### config.mk
export PLATFORM = sky130hd
export DESIGN_NAME = axis_wrr_arbiter
export DESIGN_NICKNAME = d
export VERILOG_FILES = /design/src/rtl/axis_wrr_arbiter.sv
export SDC_FILE = /design/constraint.sdc
export NUM_CORES = 1
export LEC_CHECK = 0
export CAP_MARGIN = 20
export CORE_MARGIN = 2
export CORE_UTILIZATION = 48
export CTS_CLUSTER_SIZE = 12
export DETAILED_ROUTE_END_ITERATION = 7
export HOLD_SLACK_MARGIN = 0.15
export MAX_ROUTING_LAYER = met4
export PLACE_DENSITY_LB_ADDON = 0.15
export REMOVE_ABC_BUFFERS = 1
export SLEW_MARGIN = 30
export SYNTH_ARGS = -nofsm -noshare
export SYNTH_HDL_FRONTEND = slang
export SYNTH_SLANG_ARGS = --single-unit
### constraint.sdc
create_clock -name clk -period 2.3 [get_ports clk]
set_input_delay 0.23 -clock clk [delete_from_list [all_inputs] [get_ports clk]]
set_output_delay 0.23 -clock clk [all_outputs]
set_load 0.01 [all_outputs]
### src/rtl/axis_wrr_arbiter.sv
// Packet-level weighted round-robin arbiter. Grants one source at a time and
// holds that grant until the packet ends or a beat-inactivity timeout fires.
// Each source gets max(weight, 1) packets per round before credits reload.
module axis_wrr_arbiter #(
    parameter int unsigned NUM_REQ         = 4,
    parameter int unsigned WEIGHT_WIDTH    = 4,
    parameter int unsigned TIMEOUT_CNT_MAX = 128,
    parameter int unsigned IDX_W           = (NUM_REQ > 1) ? $clog2(NUM_REQ) : 1
) (
    input  logic                            clk,
    input  logic                            rst,
    input  logic [NUM_REQ-1:0]              req,
    input  logic [WEIGHT_WIDTH*NUM_REQ-1:0] weights,
    input  logic                            beat,
    input  logic                            last,
    output logic [NUM_REQ-1:0]              grant,
    output logic                            grant_valid,
    output logic [IDX_W-1:0]                grant_idx,
    output logic                            timeout_pulse,
    output logic [15:0]                     timeout_count
);

    localparam int unsigned TIMER_W = $clog2(TIMEOUT_CNT_MAX) + 1;

    if (NUM_REQ < 1 || NUM_REQ > 8) begin : gen_bad_num_req
        $error("axis_wrr_arbiter: NUM_REQ must be in 1..8");
    end

    typedef enum logic [0:0] {StIdle, StLocked} state_e;

    state_e                    state_q, state_d;
    logic [WEIGHT_WIDTH-1:0]   credit_q [NUM_REQ];
    logic [WEIGHT_WIDTH-1:0]   credit_d [NUM_REQ];
    logic [IDX_W-1:0]          ptr_q, ptr_d;
    logic [TIMER_W-1:0]        timer_q, timer_d;
    logic [NUM_REQ-1:0]        grant_q, grant_d;
    logic                      grant_valid_q, grant_valid_d;
    logic [IDX_W-1:0]          grant_idx_q, grant_idx_d;
    logic                      timeout_pulse_q, timeout_pulse_d;
    logic [15:0]               timeout_count_q, timeout_count_d;

    logic [NUM_REQ-1:0]        elig;
    logic                      sel_found;
    logic [IDX_W-1:0]          sel_idx;
    logic [IDX_W-1:0]          cand_idx;
    int unsigned               cand;
    int unsigned               ptr_inc_full;
    logic [IDX_W-1:0]          ptr_inc;

    // Eligible sources: requesting and still holding credit this round.
    always_comb begin
        for (int unsigned i = 0; i < NUM_REQ; i++) begin
            elig[i] = req[i] && (credit_q[i] != '0);
        end
    end

    // Round-robin pick: first eligible source scanning upward from ptr, wrapping.
    always_comb begin
        sel_found = 1'b0;
        sel_idx   = '0;
        cand      = 0;
        cand_idx  = '0;
        for (int unsigned k = 0; k < NUM_REQ; k++) begin
            cand     = (32'(ptr_q) + k) % NUM_REQ;
            cand_idx = cand[IDX_W-1:0];
            if (!sel_found && elig[cand_idx]) begin
                sel_found = 1'b1;
                sel_idx   = cand_idx;
            end
        end
    end

    // Source after the current grant, modulo NUM_REQ.
    always_comb begin
        ptr_inc_full = (32'(grant_idx_q) + 1) % NUM_REQ;
        ptr_inc      = ptr_inc_full[IDX_W-1:0];
    end

    // Next-state logic: reload, grant selection, packet end and timeout release.
    always_comb begin
        state_d         = state_q;
        credit_d        = credit_q;
        ptr_d           = ptr_q;
        timer_d         = timer_q;
        grant_d         = grant_q;
        grant_valid_d   = grant_valid_q;
        grant_idx_d     = grant_idx_q;
        timeout_pulse_d = 1'b0;
        timeout_count_d = timeout_count_q;

        unique case (state_q)
            StIdle: begin
                if (req != '0) begin
                    if (elig == '0) begin
                        // Round exhausted: weight 0 still buys one packet.
                        for (int unsigned i = 0; i < NUM_REQ; i++) begin
                            if (weights[i*WEIGHT_WIDTH +: WEIGHT_WIDTH] == '0) begin
                                credit_d[i] = WEIGHT_WIDTH'(1);
                            end else begin
                                credit_d[i] = weights[i*WEIGHT_WIDTH +: WEIGHT_WIDTH];
                            end
                        end
                    end else begin
                        grant_d          = '0;
                        grant_d[sel_idx] = 1'b1;
                        grant_idx_d      = sel_idx;
                        grant_valid_d    = 1'b1;
                        timer_d          = '0;
                        state_d          = StLocked;
                    end
                end
            end
            StLocked: begin
                if (beat && last) begin
                    if (credit_q[grant_idx_q] != '0) begin
                        credit_d[grant_idx_q] = credit_q[grant_idx_q] - WEIGHT_WIDTH'(1);
                    end
                    // Keep priority while this source still has credit.
                    if (credit_q[grant_idx_q] <= WEIGHT_WIDTH'(1)) begin
                        ptr_d = ptr_inc;
                    end else begin
                        ptr_d = grant_idx_q;
                    end
                    grant_d       = '0;
                    grant_valid_d = 1'b0;
                    grant_idx_d   = '0;
                    state_d       = StIdle;
                end else if (beat) begin
                    timer_d = '0;
                end else if (timer_q == TIMER_W'(TIMEOUT_CNT_MAX - 1)) begin
                    // Stalled packet: forfeit remaining credit and move on.
                    credit_d[grant_idx_q] = '0;
                    ptr_d                 = ptr_inc;
                    timeout_pulse_d       = 1'b1;
                    if (timeout_count_q != 16'hFFFF) begin
                        timeout_count_d = timeout_count_q + 16'd1;
                    end
                    grant_d       = '0;
                    grant_valid_d = 1'b0;
                    grant_idx_d   = '0;
                    state_d       = StIdle;
                end else begin
                    timer_d = timer_q + TIMER_W'(1);
                end
            end
            default: state_d = StIdle;
        endcase
    end

    // State and output registers with synchronous reset.
    always_ff @(posedge clk) begin
        if (rst) begin
            state_q         <= StIdle;
            for (int unsigned i = 0; i < NUM_REQ; i++) begin
                credit_q[i] <= '0;
            end
            ptr_q           <= '0;
            timer_q         <= '0;
            grant_q         <= '0;
            grant_valid_q   <= 1'b0;
            grant_idx_q     <= '0;
            timeout_pulse_q <= 1'b0;
            timeout_count_q <= '0;
        end else begin
            state_q         <= state_d;
            for (int unsigned i = 0; i < NUM_REQ; i++) begin
                credit_q[i] <= credit_d[i];
            end
            ptr_q           <= ptr_d;
            timer_q         <= timer_d;
            grant_q         <= grant_d;
            grant_valid_q   <= grant_valid_d;
            grant_idx_q     <= grant_idx_d;
            timeout_pulse_q <= timeout_pulse_d;
            timeout_count_q <= timeout_count_d;
        end
    end

    assign grant         = grant_q;
    assign grant_valid   = grant_valid_q;
    assign grant_idx     = grant_idx_q;
    assign timeout_pulse = timeout_pulse_q;
    assign timeout_count = timeout_count_q;

endmodule
**Word level (Yosys, flattened, before mapping)**

Cells that the tools add are included.

- Bits in registers: 51
- Input bits: 24
- Output and inout port bits: 24
- Word-level logic and storage cells: 145

- Add/sub/neg operators: 7
- Magnitude comparators: 9
- Eq/ne operators: 11
- Multiplexer cells: 69
- Bitwise logic cells: 6
- Reduce and logical (&&, ||, !) cells: 31

Operators by type and width:

| kind | number |
|---|---|
| 16-bit 2-to-1 mux | 6 |
| 4-bit 2-to-1 mux | 12 |
| 8-bit 2-to-1 mux | 5 |
| 16-bit case mux with 2 select lines | 1 |
| 2-bit 2-to-1 mux | 13 |
| 4-bit nonzero test | 6 |
| 4-bit logical NOT | 5 |
| 1-bit 2-to-1 mux | 19 |
| 16-bit by 1-bit adder with 16-bit output (second input constant) | 1 |
| 16-bit AND | 1 |
| 16-bit bitwise mux | 1 |
| 16-bit != test (second input constant) | 1 |
| 16-bit NOT | 1 |
| 8-bit case mux with 2 select lines | 1 |
| 2-bit by 3-bit less-than comparator with 1-bit output (second input constant) | 5 |
| 1-bit logical AND | 10 |
| 5-bit AND reduction | 2 |
| 8-bit by 1-bit adder with 8-bit output (second input constant) | 1 |
| 1-bit binary-select mux with 2-bit select | 4 |
| 4-bit binary-select mux with 2-bit select | 1 |
| 4-bit demux with 2-bit select | 1 |
| 8-bit by 7-bit equality test with 1-bit output (second input constant) | 1 |
| 2-bit != test (second input constant) | 4 |
| 4-bit case mux with 2 select lines | 1 |
| 21 further kinds | 30 |

**Logic depth before layout (Yosys ltp)**

Gate-level depths: netlist (run 1).

- Word-level depth: 21
- Mapped depth: 10
- Gate-level depth less buffers: 9

**Worst setup path before layout (run 1)**

No wires, ideal clock.

- Path type: register to register
- From: reg grant_idx_q[1] (netlist: grant_idx[1])
- To: reg credit_q[14] in the netlist's numbering
- Library setup time: 0.128 ns
- Data arrival time: 2.295 ns
- Data required time: 2.172 ns
- Path slack: -0.123 ns
- Stages on the path, launching flop included: 10
- Cells stage by stage: dfxtp_1 -> buf_6 -> mux4_2 -> inv_1 -> ha_1 -> or4b_1 -> o2111ai_2 -> o21bai_4 -> mux2i_1 -> nor2_1

- Word-level cells in the longest chain between the ends: 11
- Elaborated cells between the ends (all ways): 21
- Those cells by class: 1 x add/sub; 2 x order compare; 1 x eq/ne; 11 x mux; 3 x bitwise; 3 x reduce/logical

RTL lines:

| item | RTL line | text |
|---|---|---|
| from (decl) | 38 | `logic [IDX_W-1:0] grant_idx_q, grant_idx_d;` |
| from (signal assigned) | 173 | `grant_idx_q <= grant_idx_d;` |
| 2-bit NOT with 3-bit output (implied by the code) * | 115, 116, 132 |  |
| branches (longest 10 deep; another with 4-bit by 1-bit subtractor with 4-bit output) | -- |  |
| to (signal, indexed assignment) | 167 | `credit_q[i] <= credit_d[i];` |
| to (decl) | 32 | `logic [WEIGHT_WIDTH-1:0] credit_q [NUM_REQ];` |

Mark *: on every way between the ends. The select of a mux whose other input is x is not followed.
A chain may end at the register's enable or synchronous reset.

**Worst setup path after layout (run 1)**

Same ends and word-level chain as after synthesis.

==> results of run 1 <==
cell families after synthesis:
kind of cell    synth area share [%]
mux                            5.179
simple gates                   26.24
flops                          35.22
fa+ha+maj                      3.884
xor+xnor                       4.834
buf+inv                        2.805
compound gates                 21.84
what timing repair did:
action,in CTS,in global routing
pin swaps,2,10
endpoints found under the hold margin,0,0
resized for setup,8,7
setup endpoints to repair,18,18
buffers inserted,1,1
path summary, 6_finish.rpt:
| check | start | slack (ps) | depth (start not counted) | to |
|---|---|---|---|---|
| setup / recovery | grant_idx[1] | -40 | 8 | credit_q[14] |
| hold / removal | rst | 420 | 2 | grant[3] |
| setup reg to reg | grant_idx[1] | -40 | 8 | credit_q[14] |
| hold reg to reg | grant_valid | 470 | 2 | grant_valid |
metrics by stage:
step / cell area [sq um] / utilization, % / hold WS [ps] / TNS (ps)
global route: 3874 / 65.82 / 449.3 / -1262
finish: 3874 / 65.82 / 423.9 / -175.1
global placement: 3707 / 62.99 / 447.9 / -346.9
detailed placement: 3707 / 62.99 / 451.3 / -1504
CTS: 3827 / 65.03 / 413.1 / -67.24
floorplan: 2840 / - / 299.1 / -1732
cell type report:
class,instances,area share [%]
Clock buffer,6,1.873
Inverter,6,0.5814
Multi-Input combinational cell,266,47.77
Clock inverter,2,0.3230
Timing Repair Buffer,90,20.54
Tap cell,75,2.422
Sequential cell,51,26.49
routing by layer:
| layer | track usage (%) | part of all wire (%) | wire [um] |
|---|---|---|---|
| met1 | 33.45 | 46 | 3537 |
| met2 | 38.36 | 46 | 3521 |
| met3 | 4.066 | 6.2 | 474 |
| met4 | 7.500 | 1.5 | 112 |
| met5 | - | 0 | 0 |
registers in the layout, summed over array words and instances, names as in the netlist:
name	cells
grant	4
grant_idx	2
credit_q	16
ptr_q	2
timeout_count	16
timeout_pulse	1
state_q	1
timer_q	8
grant_valid	1
layout by cell type (no fill, tap or decap), types with 5 or more instances in the layout:
cell                              count
sky130_fd_sc_hd__nand3_1             10
sky130_fd_sc_hd__a22oi_1              8
sky130_fd_sc_hd__buf_4               41
sky130_fd_sc_hd__ha_1                 8
sky130_fd_sc_hd__xor2_1              12
sky130_fd_sc_hd__mux2i_1              6
sky130_fd_sc_hd__clkdlybuf4s50_1     46
sky130_fd_sc_hd__clkbuf_8             5
sky130_fd_sc_hd__dfxtp_1             49
sky130_fd_sc_hd__o21ai_0             12
sky130_fd_sc_hd__a221oi_1            12
sky130_fd_sc_hd__nand3b_1             6
sky130_fd_sc_hd__a21oi_1             19
sky130_fd_sc_hd__nor2_1              57
sky130_fd_sc_hd__nor3_1              13
sky130_fd_sc_hd__nand2_1             21
sky130_fd_sc_hd__nand4_1              5
sky130_fd_sc_hd__or3_1               10
power breakdown:
part | total [W] | switching (W) | internal [W]
sequential | 0.00128 | 0.000207 | 0.00107
combinational | 0.00269 | 0.00129 | 0.00140
clock | 0.000517 | 0.000304 | 0.000213
synth_stat cells, drive strengths merged, types with 8 or more instances:
library cell	instances
o41ai	8
or3	10
nand2	21
ha	9
clkbuf	9
o21ai	13
xor2	12
nor2	58
a221oi	12
a22oi	8
nand3	10
dfxtp	51
a21oi	19
nor3	14
==> out/results.txt, run 1 <==
Post-Synthesis Cells = 336
worst-skew pair later-pin latency = 310 ps
TritonCTS clock tree = done
IO Count = 48
number of clock sinks = 51
Slowest-stage cell, CP = sky130_fd_sc_hd__mux4_2
slew of the pin with the lowest slew margin = 635.7 ps
sort of element at the end of the critical path = register
Initial DRT Pass Iterations = 5
DR vias/cell = 5.792
total number of nets in the final design = 453
VDD IR max = 0.0008925 V
Finished Layout Cells = 496
CP cell instances = mux4_2 > inv_2 > ha_1 > or4b_4 > o2111ai_4 > o21bai_4 > mux2i_1 > nor2_1
count of nets left with antenna violations after detail routing = 0
Wirelength per Cell = 15.41 um
area taken by multi-input logic gates = 0.001851 sq mm
CP Buf/Inv Count = 1
gp weighted congestion = 0.9416
fraction of the yosys area taken by sequential cells = 35.22%
post-synthesis register bit count = 51
leakage power summed over all cells = 1.457 nW
Primary FF master, synth = sky130_fd_sc_hd__dfxtp_1
highest cell delay on the worst timing path = 520 ps
final worst path period need = 2336 ps
initial core utilization = 49.26%
Fin Clk Skew = 9.208 ps
number of failing setup endpoints in the final timing report = 9
fraction of layout instances using a drive strength above 1 = 18.53%
final HPWL from detailed placement = 5630 um
CTS Root Cell = sky130_fd_sc_hd__clkbuf_8
post-placement cell count = 486
Num CTS Buffers = 5
category of the worst setup path launch point = register
Buffers on Ports = 47
worst-case setup slack after placement = -129.8 ps
overall global routing resource usage = 24.79%
initial antenna violation count = 0
data arrival time at the worst-slack endpoint = 2510 ps
area of the core = 0.005886 sq mm
number of design-rule violations left by the first detailed-router iteration = 154
DR vias = 2873
Register Area = 0.001026 sq mm
top cell type by total area after synthesis = sky130_fd_sc_hd__dfxtp_1
unrepaired setup endpoints after global routing = true
site row count = 28
DRC = 0
number of enable-type register cells in the synthesized netlist = 0
number of global-route vias before repair = 2709
Hold Violations, Final = 0
Worst-path clk slew = 100 ps
overall die height = 81.72 um
area added between synthesis and finish = 33.62%
period utilization = 101.5%
die width = 81.72 um
worst rel slew slack = 57.62%
violations in the final reports = negative setup slack
Fmax achieved = 428.2 MHz
share of the synthesized area in the top cell type = 35.22%
Synth area leaders = sky130_fd_sc_hd__dfxtp_1 35%, sky130_fd_sc_hd__nor2_1 7.4%, sky130_fd_sc_hd__ha_1 3.9%
CTS hold repair buffers = 0
Cell Area, Synth = 0.002899 sq mm
start-to-end type of the worst setup path = register to register
worst-case clock buffer depth = 2
status = finished, violations left
H-tree depth = 2
number of distinct standard cells referenced by the synthesized netlist = 50
pin count of the biggest net entering global routing = 36
required arrival time at the worst endpoint = 2470 ps
total power consumption of the routed design = 0.004487 W
PD cells = 1158 mW/mm^2
number of inserted filler cells in the final layout = 520
max-slew violation count = 0
Antenna diodes = 0
Synth Area per Inst = 8.628 sq um
Worst path top cell family by delay = multiplexers
fraction of registers with async set or reset after synthesis = 0%
post-layout worst setup margin = -35.51 ps
total congestion overflow = 0
Hold Path Class = primary input to register
max-capacitance violation count = 0
die area = 0.006677 sq mm
routed wire length = 7645 um
warning count from the yosys run = 0
largest driver fanout on the critical path = 6
wire length of the first global-routing pass = 12470 um
(Power assumes the default switching activity.)
==> inputs of run 2 (changes only) <==
--- a/config.mk
+++ b/config.mk
@@ -5,7 +5,7 @@
 export SDC_FILE = /design/constraint.sdc
 export NUM_CORES = 1
 export LEC_CHECK = 0
-export CAP_MARGIN = 20
+export CAP_MARGIN = 10
 export CORE_MARGIN = 2
 export CORE_UTILIZATION = 48
 export CTS_CLUSTER_SIZE = 12
@@ -13,6 +13,7 @@
 export HOLD_SLACK_MARGIN = 0.15
 export MAX_ROUTING_LAYER = met4
 export PLACE_DENSITY_LB_ADDON = 0.15
+export RECOVER_POWER = 25
 export REMOVE_ABC_BUFFERS = 1
 export SLEW_MARGIN = 30
 export SYNTH_ARGS = -nofsm -noshare
==> run 2 against run 1 <==
Against the previous run:
- critical endpoint unchanged
- sequential cell count unchanged
- combinational power about the same
- sequential power about the same
- clock power about the same
- clock-buffer cell count unchanged
- non-clock buffer count unchanged
- critical path depth unchanged
- wire length down 0.13%
- global-route usage unchanged
- fmax up 0.20%
- clock skew about the same
- the flow still finishes with violations (negative setup slack)
==> out/results.txt, run 2 (synthesis results as in run 1) <==
period utilization = 101.3%
max-capacitance violation count = 0
most common library cell in the layout ignoring fill and taps = sky130_fd_sc_hd__nor2_1
leakage power summed over all cells = 1.503 nW
Wirelength per Cell = 15.39 um
global-route track usage on met2 = 38.36%
largest driver fanout on the critical path = 6
worst-case clock buffer depth = 2
area taken by multi-input logic gates = 0.001851 sq mm
overall die height = 81.72 um
worst-case setup slack after placement = -129.8 ps
wire length of the first global-routing pass = 12470 um
site row count = 28
Antenna diodes = 0
number of design-rule violations left by the first detailed-router iteration = 138
Fmax achieved = 429.0 MHz
count of nets left with antenna violations after detail routing = 0
Initial DRT Pass Iterations = 5
DRC = 0
max-slew violation count = 0
PD cells = 1154 mW/mm^2
IO Count = 48
number of global-route vias before repair = 2709
post-layout worst setup margin = -30.82 ps
sort of element at the end of the critical path = register
initial core utilization = 49.26%
Fin Clk Skew = 9.654 ps
unrepaired setup endpoints after global routing = true
Finished Layout Cells = 496
die area = 0.006677 sq mm
area added between synthesis and finish = 33.62%
global route hottest layer = met2
number of clock sinks = 51
status = finished, violations left
final worst path period need = 2331 ps
DR vias = 2844
routed wire length = 7635 um
final HPWL from detailed placement = 5630 um
Buffers on Ports = 47
start-to-end type of the worst setup path = register to register
required arrival time at the worst endpoint = 2470 ps
violations in the final reports = negative setup slack
worst rel slew slack = 57.18%
TritonCTS clock tree = done
die width = 81.72 um
total congestion overflow = 0
Worst-path clk slew = 100 ps
Post-Route Utilization = 65.82%
category of the worst setup path launch point = register
Hold Path Class = primary input to register
M3 GR Usage = 4.066%
H-tree depth = 2
number of inserted filler cells in the final layout = 520
gp weighted congestion = 0.9416
worst-skew pair later-pin latency = 310 ps
routing usage on met1 = 33.45%
Num CTS Buffers = 5
overall global routing resource usage = 24.79%
total number of nets in the final design = 453
fraction of layout instances using a drive strength above 1 = 18.53%
data arrival time at the worst-slack endpoint = 2500 ps
Hold Violations, Final = 0
number of failing setup endpoints in the final timing report = 6
CTS Root Cell = sky130_fd_sc_hd__clkbuf_8
initial antenna violation count = 0
VDD IR max = 0.0008763 V
area of the core = 0.005886 sq mm
pin count of the biggest net entering global routing = 36
Register Area = 0.001026 sq mm
slew of the pin with the lowest slew margin = 642.3 ps
post-placement cell count = 486
DR vias/cell = 5.734
leading cell types in the layout, fill and taps excluded = 57 x sky130_fd_sc_hd__nor2_1, 49 x sky130_fd_sc_hd__dfxtp_1, 41 x sky130_fd_sc_hd__buf_4, 32 x sky130_fd_sc_hd__clkdlybuf4s50_1, 21 x sky130_fd_sc_hd__nand2_1
[run 2: cell types whose count changed in the layout (fill, tap and decap cells not counted)]
cell,delta
sky130_fd_sc_hd__clkdlybuf4s50_1,-14
sky130_fd_sc_hd__dlygate4sd3_1,+14
[run 2: stage by stage]
| stage | hold WS [ps] | total power [W] | setup TNS [ps] | cell area (sq um) |
|---|---|---|---|---|
| 5_1_grt | 449.3 | 0.004792 | -1262 | 3874 |
| 6_report | 425.8 | 0.004472 | -96.07 | 3874 |
| 2_1_floorplan | 299.1 | 0.002775 | -1732 | 2840 |
| 4_1_cts | 413.1 | 0.004379 | -67.24 | 3827 |
| 3_5_place_dp | 451.3 | 0.003758 | -1504 | 3707 |
| 3_3_place_gp | 447.9 | 0.003706 | -346.9 | 3707 |
[run 2: area by class of cell]
class	instances	area share [%]
well taps	75	2.422
inverters	6	0.5814
multi-input cells	266	47.77
flip-flops and latches	51	26.49
clock inverters	2	0.3230
repair buffers	90	20.54
clock buffers	6	1.873
[run 2: final timing paths]
check / from / endpoint / slack (ps) / cells past startpoint
setup / recovery: grant_idx[1] / credit_q[14] / -30 / 8
hold / removal: rst / grant[3] / 430 / 2
setup reg to reg: grant_idx[1] / credit_q[14] / -30 / 8
hold reg to reg: grant_valid / grant_valid / 470 / 2
[run 2: power by group]
group	switching, W	total [W]	leakage [nW]	internal (W)
registers	0.000204	0.00127	0.416	0.00107
clock network	0.000303	0.000517	0.0412	0.000213
logic	0.00129	0.00268	1.05	0.00139
[run 2: critical path, cell delays in order, from the launching register on]
cell and delay, ps:
sky130_fd_sc_hd__dfxtp_4 390, sky130_fd_sc_hd__mux4_2 520, sky130_fd_sc_hd__inv_2 80, sky130_fd_sc_hd__ha_1 140, sky130_fd_sc_hd__or4b_4 470, sky130_fd_sc_hd__o2111ai_4 120, sky130_fd_sc_hd__o21bai_4 210, sky130_fd_sc_hd__mux2i_1 220
sky130_fd_sc_hd__nor2_1 50
[run 2: per-layer routing]
| metal | part of all wire (%) | vias to the layer above |
|---|---|---|
| li1 | - | 1415 |
| met1 | 47 | 1337 |
| met2 | 46 | 85 |
| met3 | 5.8 | 7 |
| met4 | 0.83 | 0 |
| met5 | 0 | - |
[run 2: repair_timing]
item	4_1_cts	5_1_grt
setup endpoints to repair	18	18
pin swaps	2	10
hold endpoints to repair	0	0
setup buffers	1	1
hold buffers	0	0
resized for setup	8	7
